<file path="config.mk">
export PLATFORM = sky130hd
export DESIGN_NAME = iir_frame_sched
export DESIGN_NICKNAME = d
export VERILOG_FILES = /design/src/rtl/iir_frame_sched.sv
export SDC_FILE = /design/constraint.sdc
export NUM_CORES = 1
export LEC_CHECK = 0
export CAP_MARGIN = 20
export CORE_MARGIN = 2
export CORE_UTILIZATION = 30
export DETAILED_ROUTE_END_ITERATION = 8
export GPL_TIMING_DRIVEN = 0
export MAX_ROUTING_LAYER = met4
export SLEW_MARGIN = 0
export SYNTH_ARGS = -nofsm -noshare
export SYNTH_HDL_FRONTEND = slang
export SYNTH_SLANG_ARGS = --single-unit
</file>
<file path="constraint.sdc">
create_clock -name clk -period 2.9 [get_ports clk]
set_input_delay 0.58 -clock clk [delete_from_list [all_inputs] [get_ports clk]]
set_output_delay 0.58 -clock clk [all_outputs]
set_load 0.02 [all_outputs]
</file>
<file path="src/rtl/iir_frame_sched.sv">
// Frame sequencer for the cascaded-SOS IIR datapath: sample addressing, section enable, settle gating, flush and done.
// Optional watchdog (sticky wdog_err, abandons a stalled frame) is built when IIR_SCHED_WDOG_EN is defined.
module iir_frame_sched #(
   parameter int N_SAMPLES = 2048,
   parameter int ADDR_W    = 11,
   parameter int N_SECT    = 7,
   parameter int SETTLE    = 16,
   parameter int FLUSH_CYC = 64,
   parameter int WDOG_CYC  = 256
) (
   input  logic              clk,
   input  logic              rst_n,
   input  logic              start,
   input  logic              abort,
   input  logic              din_valid,
   input  logic              sect_valid_last,
   output logic [ADDR_W-1:0] addr,
   output logic              pipeline_en,
   output logic              stable_out,
   output logic              data_out_valid,
   output logic [ADDR_W:0]   out_cnt,
   output logic              busy,
   output logic              filter_done
`ifdef IIR_SCHED_WDOG_EN
   ,
   output logic              wdog_err
`endif
);

   typedef enum logic [1:0] {S_IDLE, S_RUN, S_FLUSH, S_DONE} state_t;

   localparam int FL_W = (FLUSH_CYC > 1) ? $clog2(FLUSH_CYC) : 1;
   localparam logic [ADDR_W-1:0] ADDR_LAST  = ADDR_W'(N_SAMPLES - 1);
   localparam logic [ADDR_W:0]   CNT_MAX    = (ADDR_W + 1)'(N_SAMPLES);
   localparam logic [ADDR_W:0]   CNT_SETTLE = (ADDR_W + 1)'(SETTLE);
   localparam logic [FL_W-1:0]   FLUSH_LAST = FL_W'(FLUSH_CYC - 1);

   if (N_SECT < 1 || WDOG_CYC < 1 || (1 << ADDR_W) < N_SAMPLES) begin : g_bad_cfg
      $error("iir_frame_sched: inconsistent parameters");
   end

   state_t            state_q, state_d;
   logic [ADDR_W-1:0] addr_q, addr_d;
   logic [ADDR_W:0]   out_cnt_q, out_cnt_d;
   logic              stable_q, stable_d;
   logic [FL_W-1:0]   flush_cnt_q, flush_cnt_d;
   logic              active;
   logic              accept_start;
   logic              last_in;
   logic              wdog_trip;

   assign active       = (state_q == S_RUN) || (state_q == S_FLUSH);
   assign accept_start = (state_q == S_IDLE) && start && !abort;
   assign last_in      = (state_q == S_RUN) && din_valid && (addr_q == ADDR_LAST);

   always_ff @(posedge clk or negedge rst_n) begin
      if (!rst_n) begin
         state_q     <= S_IDLE;
         addr_q      <= '0;
         out_cnt_q   <= '0;
         stable_q    <= 1'b0;
         flush_cnt_q <= '0;
      end else begin
         state_q     <= state_d;
         addr_q      <= addr_d;
         out_cnt_q   <= out_cnt_d;
         stable_q    <= stable_d;
         flush_cnt_q <= flush_cnt_d;
      end
   end

   always_comb begin
      state_d = state_q;
      unique case (state_q)
         S_IDLE:  if (accept_start) state_d = S_RUN;
         S_RUN: begin
            if (abort || wdog_trip) state_d = S_IDLE;
            else if (last_in)       state_d = S_FLUSH;
         end
         S_FLUSH: begin
            if (abort || wdog_trip) state_d = S_IDLE;
            else if (out_cnt_q == CNT_MAX || flush_cnt_q == FLUSH_LAST) state_d = S_DONE;
         end
         S_DONE:  state_d = S_IDLE;
         default: state_d = S_IDLE;
      endcase
   end

   // Counters freeze on abort/watchdog so the aborted frame's progress stays visible.
   always_comb begin
      addr_d      = addr_q;
      out_cnt_d   = out_cnt_q;
      stable_d    = stable_q;
      flush_cnt_d = flush_cnt_q;
      if (state_q == S_IDLE) begin
         stable_d = 1'b0;
         if (accept_start) begin
            addr_d    = '0;
            out_cnt_d = '0;
         end
      end else if (abort || wdog_trip || state_q == S_DONE) begin
         stable_d = 1'b0;
      end else begin
         if (state_q == S_RUN && din_valid && addr_q != ADDR_LAST) addr_d = addr_q + 1'b1;
         if (sect_valid_last && out_cnt_q != CNT_MAX) begin
            out_cnt_d = out_cnt_q + 1'b1;
            if (out_cnt_d == CNT_SETTLE) stable_d = 1'b1;
         end
         flush_cnt_d = (state_q == S_FLUSH) ? flush_cnt_q + 1'b1 : '0;
      end
   end

   always_comb begin
      pipeline_en    = active;
      busy           = (state_q != S_IDLE);
      filter_done    = (state_q == S_DONE);
      data_out_valid = sect_valid_last && stable_q && active;
   end

   assign addr       = addr_q;
   assign out_cnt    = out_cnt_q;
   assign stable_out = stable_q;

`ifdef IIR_SCHED_WDOG_EN
   localparam int WD_W = $clog2(WDOG_CYC + 1);
   localparam logic [WD_W-1:0] WDOG_LAST = WD_W'(WDOG_CYC - 1);

   logic [WD_W-1:0] wdog_cnt_q, wdog_cnt_d;
   logic            wdog_err_q, wdog_err_d;

   // Trip on the cycle the idle-output count would reach WDOG_CYC.
   assign wdog_trip = active && !sect_valid_last && (wdog_cnt_q == WDOG_LAST);

   always_comb begin
      wdog_cnt_d = (!active || sect_valid_last) ? '0 : wdog_cnt_q + 1'b1;
      wdog_err_d = wdog_err_q;
      if (wdog_trip)         wdog_err_d = 1'b1;
      else if (accept_start) wdog_err_d = 1'b0;
   end

   always_ff @(posedge clk or negedge rst_n) begin
      if (!rst_n) begin
         wdog_cnt_q <= '0;
         wdog_err_q <= 1'b0;
      end else begin
         wdog_cnt_q <= wdog_cnt_d;
         wdog_err_q <= wdog_err_d;
      end
   end

   assign wdog_err = wdog_err_q;
`else
   assign wdog_trip = 1'b0;
`endif

endmodule

</file>
==> impl_metrics.ini, run 1 <==
[outcome]
status = finished clean

[sta]
finalWorstSetupSlack_ns = 0.250
slew_violations = 0
post-route-min-period_ns = 2.65
max_freq_ghz = 0.377
slew_headroom_pct = 48.6
fin_crit_sh_pct = 91.4
hold_viol_final = 0
fin_setup_tns_ns = 0
setup_viol = 0
skew_ns = 0.00769
worst_slew_pin_slew_ns = 0.772
rsz0062_at_grt = no
hold_ws_ns = 0.367

[logic_synthesis]
synth-edff-count = 0
synth-seq-cells = 32
synth_cells = 229
netlist_area_mm2 = 0.00208
yosys_warnings = 0
ys_seq_area_share_pct = 38.5
synth_top_flop_cell = dfrtp_1
post_synth.cell_area_avg_um2 = 9.09
synth_top_area_share_pct = 38.5
synth-async-reset-ratio_pct = 100
synthTopCellsByCount = dfrtp_1, nand2_1, nor2_1
post-synth-top-count-cell = dfrtp_1
syn_nets = 244
synthTopCellsByArea = dfrtp_1, ha_1, nand2_1, a22o_1, o21ai_0
yosysTopAreaCell = dfrtp_1
synth_cell_types = 54

[floorplanning]
dieArea_mm2 = 0.00762
initial_utilization_pct = 30.8
io_pins = 34
row_count = 30
die_y_um = 87.3
coreArea_mm2 = 0.00676
die_w_um = 87.3

[finish]
drive_above_1_share_pct = 8.58
seqCellArea_um2 = 801
fin_nets = 282
antenna_cells = 0
multi_input_area_mm2 = 0.00118
fin_cells = 348
final_util_pct = 38.6
final_area_mm2 = 0.00261
area_growth_pct = 25.2
filler_cell_count = 710

[pwr]
leakage_nw = 1.06
powerDensity_mw_per_mm2 = 707
peakVddDrop_mv = 0.245
intPower_mw = 1.10
p_sw_share_pct = 40.3
power.switching_uw = 744
total_power_mw = 1.84
p_clk_share_pct = 23.2
pwr-share-seq_pct = 33.0
p_comb_share_pct = 43.7

[clock_tree]
worstSkewPairLatency_ns = 0.29
post_cts_buffers = 0
cts_sinks = 32
clk_pin_slew_ns = 0.07
cts.path.max_buffers = 2
cts_tree = done
cts_buffers = 5
htreeDepth = 2
hold_buffers = 0
clock-root-buffer = clkbuf_8
cts.repair.resized = 0

[global_routing]
gr-total-overflow = 0
antenna_found_initial = 0
grt_pass1_wl_um = 9070
grt_pass1_vias = 1857
grt_usage_pct = 15.6
grt_max_degree = 33

[routing]
wirelength_um = 5380
ant_nets = 0
via_per_inst = 5.39
dr.pass1.iters = 4
vias = 1876
drc = 0
drt-initial-drc-count = 138
wl_per_cell_um = 15.5

[critical_path]
worst-setup-path-type = in -> out
cp.arrival_ns = 2.07
end_kind = output pin
crit_family = buffers and inverters
path_common_cell = clkdlybuf4s50_1
crit_required_ns = 2.32
path_buf_inv = 2
worst_path_max_delay_cell = clkdlybuf4s50_1
crit_fanout = 5
cpPeakStageDelay_ns = 0.68
crit_chain = clkdlybuf4s50_1 -> and3_1 -> clkdlybuf4s50_1
critPathLaunchType = primary input

[placed_design]
place_area_mm2 = 0.00250
io_buffers = 32
globalplace.congestion = 0.852
placed_cells = 341
hpwl_um = 3750
pre_cts_ws_ns = 0.104

[job]
maxCapViolCount = 0

[hold_path]
min_path_type = in -> async
-- power by group through the flow --
stage	Clock, mW	Combinational [mW]	Sequential, mW
after CTS	0.441	0.811	0.607
after floorplan	0	0.478	0.646
after detailed placement	0	0.809	0.615
final	0.429	0.807	0.609
after global placement	0	0.798	0.613
after global routing	0.458	0.890	0.620
-- state kept, by name (all words and copies together) (netlist names) --
signal / count
addr: 11
flush_cnt_q: 6
out_cnt: 12
stable_out: 1
state_q: 2
-- metal layers --
metal	global-route usage, %	vias up	wire length, um
li1	-	928	-
met1	20.6	905	2560
met2	24.2	34	2590
met3	2.37	9	131
met4	6.15	0	102
met5	-	-	0
-- cell families after synthesis --
kind of cell / Yosys count / synth area share [%]
xor+xnor: 9 / 3.79
flops: 32 / 38.5
buf+inv: 22 / 4.63
compound gates: 61 / 21.9
simple gates: 93 / 24.3
mux: 3 / 1.50
fa+ha+maj: 9 / 5.41
-- worst paths after layout --
check,cells after the start,slack [ns],to,startpoint
hold reg to reg,2,0.50,flush_cnt_q[1]$_DFFE_PN0P_,flush_cnt_q[1]$_DFFE_PN0P_
setup / recovery,3,0.25,data_out_valid,sect_valid_last
max in group asynchronous,1,2.04,out_cnt[1]$_DFFE_PN0P_,rst_n
setup reg to reg,8,0.53,addr[6]$_DFFE_PN0P_,state_q[0]$_DFFE_PN0P_
min in group clk,2,0.50,flush_cnt_q[1]$_DFFE_PN0P_,flush_cnt_q[1]$_DFFE_PN0P_
hold / removal,1,0.37,addr[4]$_DFFE_PN0P_,rst_n
-- layout make-up --
cell class,count,area share [%]
flip-flops and latches,32,30.7
well taps,80,3.84
inverters,13,2.02
clock inverters,2,1.34
clock buffers,6,2.78
multi-input cells,175,45.4
plain buffers,8,1.68
repair buffers,32,12.2
-- cell usage in the layout, fill, tap and decap left out, types with 3 or more instances in the layout --
master / n
a211oi_1: 4
a21oi_1: 5
a22o_1: 8
and2_1: 3
and4_1: 3
buf_2: 3
clkbuf_1: 5
clkbuf_8: 5
clkdlybuf4s50_1: 30
dfrtp_1: 32
ha_1: 9
inv_1: 12
nand2_1: 25
nand3_1: 10
nand3b_1: 3
nand4_1: 5
nor2_1: 16
nor3_1: 6
nor4_1: 3
o21a_1: 3
o21ai_0: 14
o31ai_1: 5
o41ai_1: 3
or3_1: 4
xnor2_1: 6
xor2_1: 3
Power figures use the tool's default switching activity.
==> run 2, diff against run 1 <==
--- a/config.mk
+++ b/config.mk
@@ -7,10 +7,11 @@
 export LEC_CHECK = 0
 export CAP_MARGIN = 20
 export CORE_MARGIN = 2
-export CORE_UTILIZATION = 30
+export CORE_UTILIZATION = 53
 export DETAILED_ROUTE_END_ITERATION = 8
 export GPL_TIMING_DRIVEN = 0
 export MAX_ROUTING_LAYER = met4
+export PLACE_DENSITY = 0.79
 export SLEW_MARGIN = 0
 export SYNTH_ARGS = -nofsm -noshare
 export SYNTH_HDL_FRONTEND = slang
==> impl_metrics.ini, run 2 (same netlist as run 1, synthesis figures left out) <==
[outcome]
status = finished clean

[global_routing]
antenna_found_initial = 0
grt_usage_pct = 24.9
grt_pass1_vias = 1792
grt_max_degree = 33
gr-total-overflow = 0
grt_pass1_wl_um = 8250

[critical_path]
crit_required_ns = 2.32
cp.arrival_ns = 2.19
crit_end = busy
worst-setup-path-type = reg -> out
end_kind = output pin
reg2reg_to = addr[6]$_DFFE_PN0P_
regToRegSetupSlack_ns = 0.59
r2r_cells = 8
crit_fanout = 11
critPathLaunchType = flip-flop
startpoint = state_q[0]$_DFFE_PN0P_
timing.rr.start = state_q[0]$_DFFE_PN0P_

[routing]
wl_per_cell_um = 15.5
vias = 1879
drc = 0
ant_nets = 0
wirelength_um = 4890
via_per_inst = 5.97
drt-initial-drc-count = 141
dr.pass1.iters = 4

[finish]
final_util_pct = 68.2
final_area_mm2 = 0.00253
area_growth_pct = 21.8
layout_common_cells = dfrtp_1, clkdlybuf4s50_1, nand2_1
largest_reg_flops = 12
filler_cell_count = 325
fin_nets = 282
antenna_cells = 0
final_common_cell = dfrtp_1
drive_above_1_share_pct = 8.24

[hold_path]
min_path_type = in -> async

[sta]
max_freq_ghz = 0.362
slew_headroom_pct = 52.6
fin_crit_sh_pct = 95.4
skew_ns = 0.00366
hold_viol_final = 0
hold_ws_ns = 0.341
finalWorstSetupSlack_ns = 0.134
rsz0062_at_grt = no
slew_violations = 0
worst_slew_pin_slew_ns = 0.711
setup_viol = 0
fin_setup_tns_ns = 0
post-route-min-period_ns = 2.77

[pwr]
powerDensity_mw_per_mm2 = 691
peakVddDrop_mv = 0.444
leakage_nw = 1.04

[placed_design]
hpwl_um = 3500
place_area_mm2 = 0.00246
io_buffers = 32
globalplace.congestion = 0.906
pre_cts_ws_ns = 0.149

[clock_tree]
cts_tree = done
cts.path.max_buffers = 2
cts_sinks = 32
cts_buffers = 5
worstSkewPairLatency_ns = 0.28
hold_buffers = 0
clock-root-buffer = clkbuf_8
clk_pin_slew_ns = 0.07
htreeDepth = 2

[job]
maxCapViolCount = 0

[floorplanning]
coreArea_mm2 = 0.00372
die_w_um = 66.7
row_count = 22
io_pins = 34
die_y_um = 66.7
dieArea_mm2 = 0.00445
initial_utilization_pct = 56.0
==> run 2: routing by layer <==
metal / wire length (um) / vias to the layer above / global-route usage (%) / share of wire (%)
li1: - / 920 / - / -
met1: 2310 / 912 / 32.0 / 47
met2: 2320 / 41 / 40.3 / 48
met3: 204 / 6 / 4.39 / 4.2
met4: 45 / 0 / 7.40 / 0.92
met5: 0 / - / - / 0
==> run 2: timing repair <==
action / CTS / global route
resized for setup: 0 / 1
cloned: 0 / 0
setup buffers: 0 / 0
pin swaps: 0 / 0
setup endpoints to repair: 1 / 1
==> run 2: area by class of cell <==
type | count | area [um2] | share of cell area, %
plain buffers | 8 | 43.8 | 1.73
clock buffers | 6 | 72.6 | 2.86
flip-flops and latches | 32 | 801 | 31.6
inverters | 13 | 52.6 | 2.07
multi-input cells | 175 | 1180 | 46.7
repair buffers | 32 | 315 | 12.4
well taps | 48 | 60.1 | 2.37
clock inverters | 1 | 5.00 | 0.197
==> run 2: worst max-delay path, cell delays in order (launching register included) <==
cell and delay [ns]:
dfrtp_1 0.43, inv_1 0.12, ha_1 0.26, buf_4 0.22, clkinvlp_4 0.26, clkdlybuf4s50_1 0.62
==> run 2: through the flow <==
step	power [mW]	cells
floorplan	1.12	229
finish	1.75	315
global placement	1.40	309
global route	1.86	315
detailed placement	1.42	309
CTS	1.74	315
==> run 2: worst min path at each step <==
stage                                    start                          to  slack, ns  cells past startpoint
finish                                   rst_n  flush_cnt_q[5]$_DFFE_PN0P_       0.34                      1
global route                             rst_n  flush_cnt_q[4]$_DFFE_PN0P_       0.41                      1
CTS                                      rst_n  flush_cnt_q[4]$_DFFE_PN0P_       0.37                      1
detailed placement  flush_cnt_q[1]$_DFFE_PN0P_  flush_cnt_q[1]$_DFFE_PN0P_       0.50                      2
global placement    flush_cnt_q[1]$_DFFE_PN0P_  flush_cnt_q[1]$_DFFE_PN0P_       0.48                      2
floorplan                                rst_n         addr[0]$_DFFE_PN0P_       0.28                      0
==> run 2: power breakdown <==
part           internal (mW)  switching, mW  total [mW]
combinational          0.338          0.481       0.819
sequential             0.512         0.0941       0.606
clock                  0.163          0.163       0.326
total                   1.01          0.738        1.75
==> run 3, diff against run 2 <==
==> constraint.sdc (replaced) <==
create_clock -name clk -period 3 [get_ports clk]
set_input_delay 0.6 -clock clk [delete_from_list [all_inputs] [get_ports clk]]
set_output_delay 0.6 -clock clk [all_outputs]
set_load 0.02 [all_outputs]
==> impl_metrics.ini, run 3 (same netlist as run 1, synthesis figures left out) <==
[routing]
wl_per_cell_um = 15.4
drt-initial-drc-count = 113
drc = 0
drt-met1-wl_um = 2270
ant_nets = 0
route.met2.wl_um = 2310
highest_layer = met4
vias = 1872
met3_length_um = 231
dr.pass1.iters = 4
via_per_inst = 5.94
wirelength_um = 4860

[pwr]
powerDensity_mw_per_mm2 = 664
peakVddDrop_mv = 0.417
power.switching_uw = 702
p_sw_share_pct = 41.8
pwr-share-seq_pct = 34.8
p_comb_share_pct = 46.5
intPower_uw = 978
p_clk_share_pct = 18.6
leakage_nw = 1.04

[finish]
final_common_cell = dfrtp_1
filler_cell_count = 324
final_util_pct = 68.1
largest_reg_flops = 12
drive_above_1_share_pct = 7.87
layout_common_cells = dfrtp_1, clkdlybuf4s50_1, nand2_1
area_growth_pct = 21.6
antenna_cells = 0
fin_nets = 282

[critical_path]
end_kind = output pin
cp.arrival_ns = 2.25
path_buf_inv = 4
cpPeakStageDelay_ns = 0.68
critPathLaunchType = flip-flop
worst_path_max_delay_cell = clkdlybuf4s50_1
regToRegSetupSlack_ns = 0.72
path_common_cell = inv_1
crit_family = buffers and inverters
crit_fanout = 11
crit_required_ns = 2.40
worst-setup-path-type = reg -> out
crit_chain = inv_1 -> ha_1 -> buf_4 -> inv_1 -> clkdlybuf4s50_1

[sta]
setup_viol = 0
fin_crit_sh_pct = 95.0
hold_viol_final = 0
skew_ns = 0.00412
rsz0062_at_grt = no
post-route-min-period_ns = 2.85
fin_setup_tns_ns = 0
slew_headroom_pct = 52.6
worst_slew_pin_slew_ns = 0.711
max_freq_ghz = 0.351
slew_violations = 0

[clock_tree]
cts_sinks = 32
clk_pin_slew_ns = 0.06
htreeDepth = 2
cts_tree = done
cts.repair.resized = 0
clock-root-buffer = clkbuf_8
cts.path.max_buffers = 2
worstSkewPairLatency_ns = 0.28
cts_buffers = 5

[job]
maxCapViolCount = 0

[floorplanning]
row_count = 22
dieArea_mm2 = 0.00445
die_w_um = 66.7
die_y_um = 66.7
initial_utilization_pct = 56.0
io_pins = 34
coreArea_mm2 = 0.00372

[global_routing]
antenna_found_initial = 0
grt_pass1_wl_um = 8250
gr-total-overflow = 0
grt_max_degree = 33
grt_pass1_vias = 1792
grt_usage_pct = 24.9

[placed_design]
globalplace.congestion = 0.906
io_buffers = 32
hpwl_um = 3500

[outcome]
status = finished clean

[hold_path]
min_path_type = in -> async
-- run 3: metrics by stage --
| step | hold slack (ns) | cell area [um2] | total power [mW] | setup slack [ns] | std cells |
|---|---|---|---|---|---|
| final | 0.361 | 2530 | 1.68 | 0.149 | 315 |
| after global routing | 0.428 | 2530 | 1.79 | 0.0344 | 315 |
| after CTS | 0.392 | 2530 | 1.68 | 0.133 | 315 |
| after detailed placement | 0.500 | 2460 | 1.37 | 0.229 | 309 |
| after global placement | 0.481 | 2460 | 1.36 | 0.241 | 309 |
| after floorplan | 0.304 | 2080 | 1.09 | 0.959 | 229 |
-- run 3: power groups by stage --
stage / clock, mW / combinational, mW / sequential (mW)
floorplan: 0 / 0.462 / 0.625
global placement: 0 / 0.767 / 0.590
detailed placement: 0 / 0.784 / 0.590
CTS: 0.320 / 0.782 / 0.583
global route: 0.340 / 0.856 / 0.593
finish: 0.313 / 0.782 / 0.585
-- run 3: cell type report --
cell class / count / area, um2 / share of cell area (%)
plain buffers: 8 / 43.8 / 1.73
clock inverters: 1 / 5.00 / 0.198
flip-flops and latches: 32 / 801 / 31.6
repair buffers: 32 / 315 / 12.5
inverters: 13 / 48.8 / 1.93
well taps: 48 / 60.1 / 2.37
clock buffers: 6 / 72.6 / 2.87
multi-input cells: 175 / 1180 / 46.8
-- run 3: path summary, 6_finish.rpt --
kind / from / to / cells past startpoint
worst min-delay path: rst_n / flush_cnt_q[5]$_DFFE_PN0P_ / 1
worst max register to register: state_q[0]$_DFFE_PN0P_ / addr[6]$_DFFE_PN0P_ / 8
worst min register to register: flush_cnt_q[1]$_DFFE_PN0P_ / flush_cnt_q[1]$_DFFE_PN0P_ / 2
min in group clk: flush_cnt_q[1]$_DFFE_PN0P_ / flush_cnt_q[1]$_DFFE_PN0P_ / 2
worst max-delay path: state_q[0]$_DFFE_PN0P_ / busy / 5
max in group asynchronous: rst_n / out_cnt[7]$_DFFE_PN0P_ / 1
-- run 3: routing by layer --
| metal | track usage [%] | vias to the layer above |
|---|---|---|
| met3 | 4.39 | 6 |
| li1 | - | 919 |
| met2 | 40.3 | 54 |
| met5 | - | - |
| met1 | 32.0 | 893 |
| met4 | 7.40 | 0 |
-- run 3: what timing repair did --
| item | in CTS | in global routing |
|---|---|---|
| hold buffers | 0 | 0 |
| setup endpoints to repair | 1 | 0 |
| buffers inserted | 0 | 0 |
-- run 3: worst register-to-register path: cells and delay by family (launching register included) --
family / cells / cell delay, ns
simple gates: 4 / 0.91
buf+inv: 2 / 0.32
flops: 1 / 0.42
compound gates: 1 / 0.32
fa+ha+maj: 1 / 0.26
==> edit 1: new RTL, config.mk and constraints of run 2 <==
Set the parameter `FLUSH_CYC` to 128 (it was 64).
--- a/src/rtl/iir_frame_sched.sv
+++ b/src/rtl/iir_frame_sched.sv
@@ -5,7 +5,7 @@
    parameter int ADDR_W    = 11,
    parameter int N_SECT    = 7,
    parameter int SETTLE    = 16,
-   parameter int FLUSH_CYC = 64,
+   parameter int FLUSH_CYC = 128,
    parameter int WDOG_CYC  = 256
 ) (
    input  logic              clk,
Formal check against the unedited RTL: same outputs for any inputs over 10 cycles, from zero or initial values and one cycle with rst_n low; that may be too few to reach the edited logic, so the function may still have changed.
==> edit 1 against run 2 <==
Area after synthesis shrank 0.78%. Combinational power decreased by 10%. Sequential cell count grew 1. Non-clock buffer count did not move. Power down 1.4%. Routed wire length is 4.4% lower. Register-to-register slack improved by 0.03 ns. Die area shrank 0.73%. First-iteration DRC count is 44% lower. Cell area about the same. Setup slack improved by 0.24 ns.
==> edit 1: results (changes against run 2) <==
| Item | Reported | vs run 2 |
|:---|:---|:---|
| Largest driver fanout on the critical path | 10 | -1 |
| Worst vdd rail ir drop | 0.3984 mV | -10% |
| Count of unique library cells instantiated by Yosys | 46 | -15% |
| Max reg flops | 12 | unchanged |
| Final wirelength | 4669 microns | -4.4% |
| CTS-repair resized insts | 0 | unchanged |
| Clock skew | 0.006167 ns | +0.002507 ns |
| Count of mapped cells out of synthesis | 228 | -0.44% |
| Cells taking the most area after synthesis | sky130_fd_sc_hd__dfrtp_1 (40%), sky130_fd_sc_hd__ha_1 (5.5%), sky130_fd_sc_hd__nand2_1 (4.7%), sky130_fd_sc_hd__o21ai_0 (4.1%), sky130_fd_sc_hd__nand3_1 (3.4%) |  |
| Wirelength per Cell | 14.82 microns | -4.4% |
| Worst Path Arrival | 1.94 ns | -0.25 ns |
| Number of antenna violations at the first check in global routing | 0 | unchanged |
| Share of cells above drive strength 1 | 0.07491 | -0.007491 |
| Sum of routed wire segments on met1 | 2122 microns | -8.2% |
| Dominant register cell in the synthesized netlist | sky130_fd_sc_hd__dfrtp_1 |  |
| Crit path launch | state_q[0] |  |
| Post-Place Cell Area | 2431 sq um | -1.1% |
| Pin slew with the least headroom to its limit | 0.7464 ns | +0.03575 ns |
| Cell total after placement | 307 | -0.65% |
| H-tree lvl count | 2 | unchanged |
| Net count reported at finish | 281 | -0.35% |
| Number of buffer cells added on primary ports | 31 | -3.1% |
| Net switching power | 0.6833 mW | -7.4% |
| Crit-path max cell delay | 0.62 ns | about the same |
| Met3 demand-to-capacity share in global routing | 0.04940 | +0.005485 |
| Part of the Yosys area used for sequential elements | 0.3998 | +0.01514 |
| Top post-synthesis cells by count | sky130_fd_sc_hd__dfrtp_1 (33), sky130_fd_sc_hd__nand2_1 (26), sky130_fd_sc_hd__o21ai_0 (17) |  |
| Final HPWL DP | 3313 microns | -5.4% |
| Last weighted congestion value of the routability-driven placer | 0.9200 | +1.6% |
| # hold bufs at CTS | 0 | unchanged |
| Top layer reached by signal wires | met4 |  |
| Startpoint of the worst register-to-register path | state_q[1] |  |
| Clock tree root buffer cell | sky130_fd_sc_hd__clkbuf_8 |  |
| Met3 WL post-DR | 226 microns | +11% |
| Via count of the first global-routing pass | 1719 | -4.1% |
| Pin count of the biggest net entering global routing | 34 | +3.0% |
| Drt pass-1 iters | 4 | unchanged |
| Met2 track demand over resource | 0.3763 | -0.02625 |
| Aggregate global-route resource usage | 0.2371 | -0.01147 |
| Post-CTS Setup Bufs | 0 | unchanged |
| Placement Setup Slack | 0.4471 ns | +0.2985 ns |
| Reported leakage power | 1.084 nW | +4.6% |
| Synth Net Count | 243 | -0.41% |
| Result of the run | finished, final reports clean |  |
| Routed wire length on met2 | 2282 microns | -1.8% |
| First-pass GRT wire length | 7824 microns | -5.1% |
| Met1 layer usage reported by global route | 0.3049 | -0.01488 |
| Initial DRC Count | 79 | -44% |
| Via count | 1871 | -0.43% |
-- edit 1: cell count changes after synthesis, sizes merged, moves of 3 or more --
cell    before  now
inv         13    7
and3         2    7
xor2         3    8
a21oi        5    9
nand3       10   14
o21ai       14   18
a211oi       4    1
o31a         3    0
o31ai        6    3
or3          5    2
xnor2        6    3
-- edit 1: area by class of cell --
type / instances / area [sq um]
fillers: 326 / 1184
clock inverters: 1 / 5.005
multi-input cells: 179 / 1171
plain buffers: 9 / 42.54
clock buffers: 7 / 96.34
inverters: 7 / 26.28
well taps: 48 / 60.06
repair buffers: 31 / 305.3
flip-flops and latches: 33 / 825.8
-- edit 1: kinds of logic after synthesis --
| kind of cell | share of synthesized area |
|---|---|
| XOR/XNOR | 0.04664 |
| multiplexers | 0.009691 |
| adder cells (fa/ha/maj) | 0.05451 |
| buffers and inverters | 0.03332 |
| AO/OA/AOI/OAI | 0.1944 |
| flip-flops | 0.3998 |
| AND/OR/NAND/NOR | 0.2617 |
-- edit 1: final timing paths --
kind | end | slack [ns] | cells past startpoint
setup / recovery | busy | 0.38 | 5
hold / removal | addr[5] | 0.35 | 1
setup reg to reg | addr[7] | 0.62 | 8
hold reg to reg | flush_cnt_q[1] | 0.50 | 2
max in group asynchronous | flush_cnt_q[0] | 2.08 | 1
min in group clk | flush_cnt_q[1] | 0.50 | 2
-- edit 1: critical path: cells and delay by family, from the launching register on --
| family | cells | cell delay (ns) |
|---|---|---|
| adder cells (fa/ha/maj) | 1 | 0.22 |
| flip-flops | 1 | 0.40 |
| buffers and inverters | 4 | 1.03 |
-- edit 1: power by group through the flow --
stage,combinational [mW],sequential [mW],clock [mW]
finish,0.734,0.611,0.381
global route,0.819,0.622,0.411
CTS,0.741,0.610,0.395
detailed placement,0.739,0.617,0
global placement,0.729,0.616,0
floorplan,0.449,0.650,0
==> edit 2: new RTL, flow settings as in run 2 <==
Without the edit above. Put one more register stage on the output `addr`. The value now appears one clock later. The other outputs are not delayed to match.
--- a/src/rtl/iir_frame_sched.sv
+++ b/src/rtl/iir_frame_sched.sv
@@ -117,7 +117,9 @@
       data_out_valid = sect_valid_last && stable_q && active;
    end
 
-   assign addr       = addr_q;
+   always_ff @(posedge clk) begin
+      addr <= addr_q;
+   end
    assign out_cnt    = out_cnt_q;
    assign stable_out = stable_q;
 
Behaviour: not the same (Yosys sat finds a counterexample within 4 cycles, from zero or initial values and one cycle with rst_n low).
==> edit 2 against run 2 <==
First-iteration DRC count is 0.71% lower. Hold slack better by 0.0060 ns. Power is 25% higher. Cell area is 8.9% higher. Sequential cell count is 11 higher. Setup slack better by 0.12 ns. Clock skew is 0.0049 ns higher. Die area is 8.7% higher. Routed wire length is 2.0% lower. Fmax is 4.7% higher. Via count is 3.4% higher. Area after synthesis is 9.3% higher. Largest power group unchanged. Highest routed layer unchanged.
==> edit 2: results (changes against run 2) <==
| Item | Reported | vs run 2 |
|:---|:---|:---|
| Result of the run | finished, final reports clean |  |
| Worst vdd rail ir drop | 0.3735 mV | -16% |
| Worst Path Arrival | 2.06 ns | -0.13 ns |
| Post-synthesis share of cell area spent on full adders, half adders and majority gates | 0.04948 | -0.004609 |
| Count of unique library cells instantiated by Yosys | 45 | -17% |
| Routed wire length on met2 | 2253 microns | -3.1% |
| Via count | 1943 | +3.4% |
| Synth Net Count | 260 | +6.6% |
| Met2 track demand over resource | 0.3280 | -0.07451 |
| Met3 demand-to-capacity share in global routing | 0.04942 | +0.005500 |
| Count of mapped cells out of synthesis | 245 | +7.0% |
| Top post-synthesis cells by count | sky130_fd_sc_hd__dfrtp_1 (32), sky130_fd_sc_hd__nand2_1 (31), sky130_fd_sc_hd__nor2_1 (14) |  |
| Final HPWL DP | 3414 microns | -2.5% |
| Part of the Yosys area used for sequential elements | 0.4486 | +0.06398 |
| First-pass GRT wire length | 8231 microns | -0.17% |
| Last weighted congestion value of the routability-driven placer | 0.8647 | -4.5% |
| Wirelength per Cell | 14.29 microns | -7.9% |
| Clock insertion delay at the later pin of the skew report | 0.30 ns | +0.02 ns |
| Cells taking the most area after synthesis | sky130_fd_sc_hd__dfrtp_1 (35%), sky130_fd_sc_hd__dfxtp_1 (9.7%), sky130_fd_sc_hd__nand2_1 (5.1%), sky130_fd_sc_hd__ha_1 (4.9%), sky130_fd_sc_hd__o21ai_0 (2.9%) |  |
| Net count reported at finish | 299 | +6.0% |
| Fraction of the mapped netlist area in compound gates | 0.1776 | -0.04118 |
| Aggregate global-route resource usage | 0.2167 | -0.03181 |
| Post-Place Cell Area | 2654 sq um | +8.0% |
| Sum of routed wire segments on met1 | 2252 microns | -2.6% |
| Normalized max-slew margin | 0.4887 | -0.03754 |
| Cell total after placement | 327 | +5.8% |
| Largest driver fanout on the critical path | 10 | -1 |
| Reported leakage power | 1.185 nW | +14% |
| Via count of the first global-routing pass | 1796 | +0.22% |
| Net switching power | 0.8492 mW | +15% |
| Initial DRC Count | 140 | -0.71% |
| Parity-gate share of the synthesized area counting xor and xnor cells | 0.02694 | -0.01092 |
| Final wirelength | 4786 microns | -2.0% |
| Crit-path max cell delay | 0.64 ns | +0.02 ns |
| Met1 layer usage reported by global route | 0.2857 | -0.03403 |
| Post-synthesis mux area share | 0.01319 | -0.001830 |
edit 2: power groups by stage:
stage | sequential [mW] | combinational (mW) | clock (mW)
global placement | 0.860 | 0.887 | 0
finish | 0.856 | 0.905 | 0.428
global route | 0.878 | 0.996 | 0.476
detailed placement | 0.867 | 0.901 | 0
CTS | 0.855 | 0.906 | 0.444
floorplan | 0.933 | 0.503 | 0
edit 2: worst paths after layout:
path,startpoint,endpoint,cells after the start,slack (ns)
setup / recovery,state_q[0],busy,5,0.26
min in group clk,addr_q[1],addr[1],0,0.42
max in group asynchronous,rst_n,addr_q[2],1,2.06
hold / removal,rst_n,addr_q[9],1,0.35
hold reg to reg,addr_q[1],addr[1],0,0.42
setup reg to reg,state_q[0],out_cnt[9],9,0.65
edit 2: worst reg2reg max path, stage by stage, from the launching register on:
cell and delay, ns:
sky130_fd_sc_hd__dfrtp_1 0.43, sky130_fd_sc_hd__inv_1 0.12, sky130_fd_sc_hd__ha_1 0.20, sky130_fd_sc_hd__buf_2 0.23, sky130_fd_sc_hd__inv_1 0.15, sky130_fd_sc_hd__nor2_1 0.35, sky130_fd_sc_hd__a31oi_1 0.12, sky130_fd_sc_hd__buf_2 0.22
sky130_fd_sc_hd__o21ai_1 0.21, sky130_fd_sc_hd__o41ai_2 0.10
edit 2: area by class of cell:
class / count / area (sq um)
Timing Repair Buffer: 32 / 315.3
Fill cell: 317 / 1296
Clock inverter: 2 / 13.76
Multi-Input combinational cell: 181 / 1157
Inverter: 10 / 37.54
Tap cell: 50 / 62.56
Clock buffer: 6 / 93.84
Sequential cell: 43 / 1021
Buffer: 11 / 60.06
edit 2: logic make-up after synthesis:
kind of cell	Yosys count
buf+inv	21
simple gates	104
fa+ha+maj	9
mux	3
xor+xnor	7
compound gates	58
flops	43
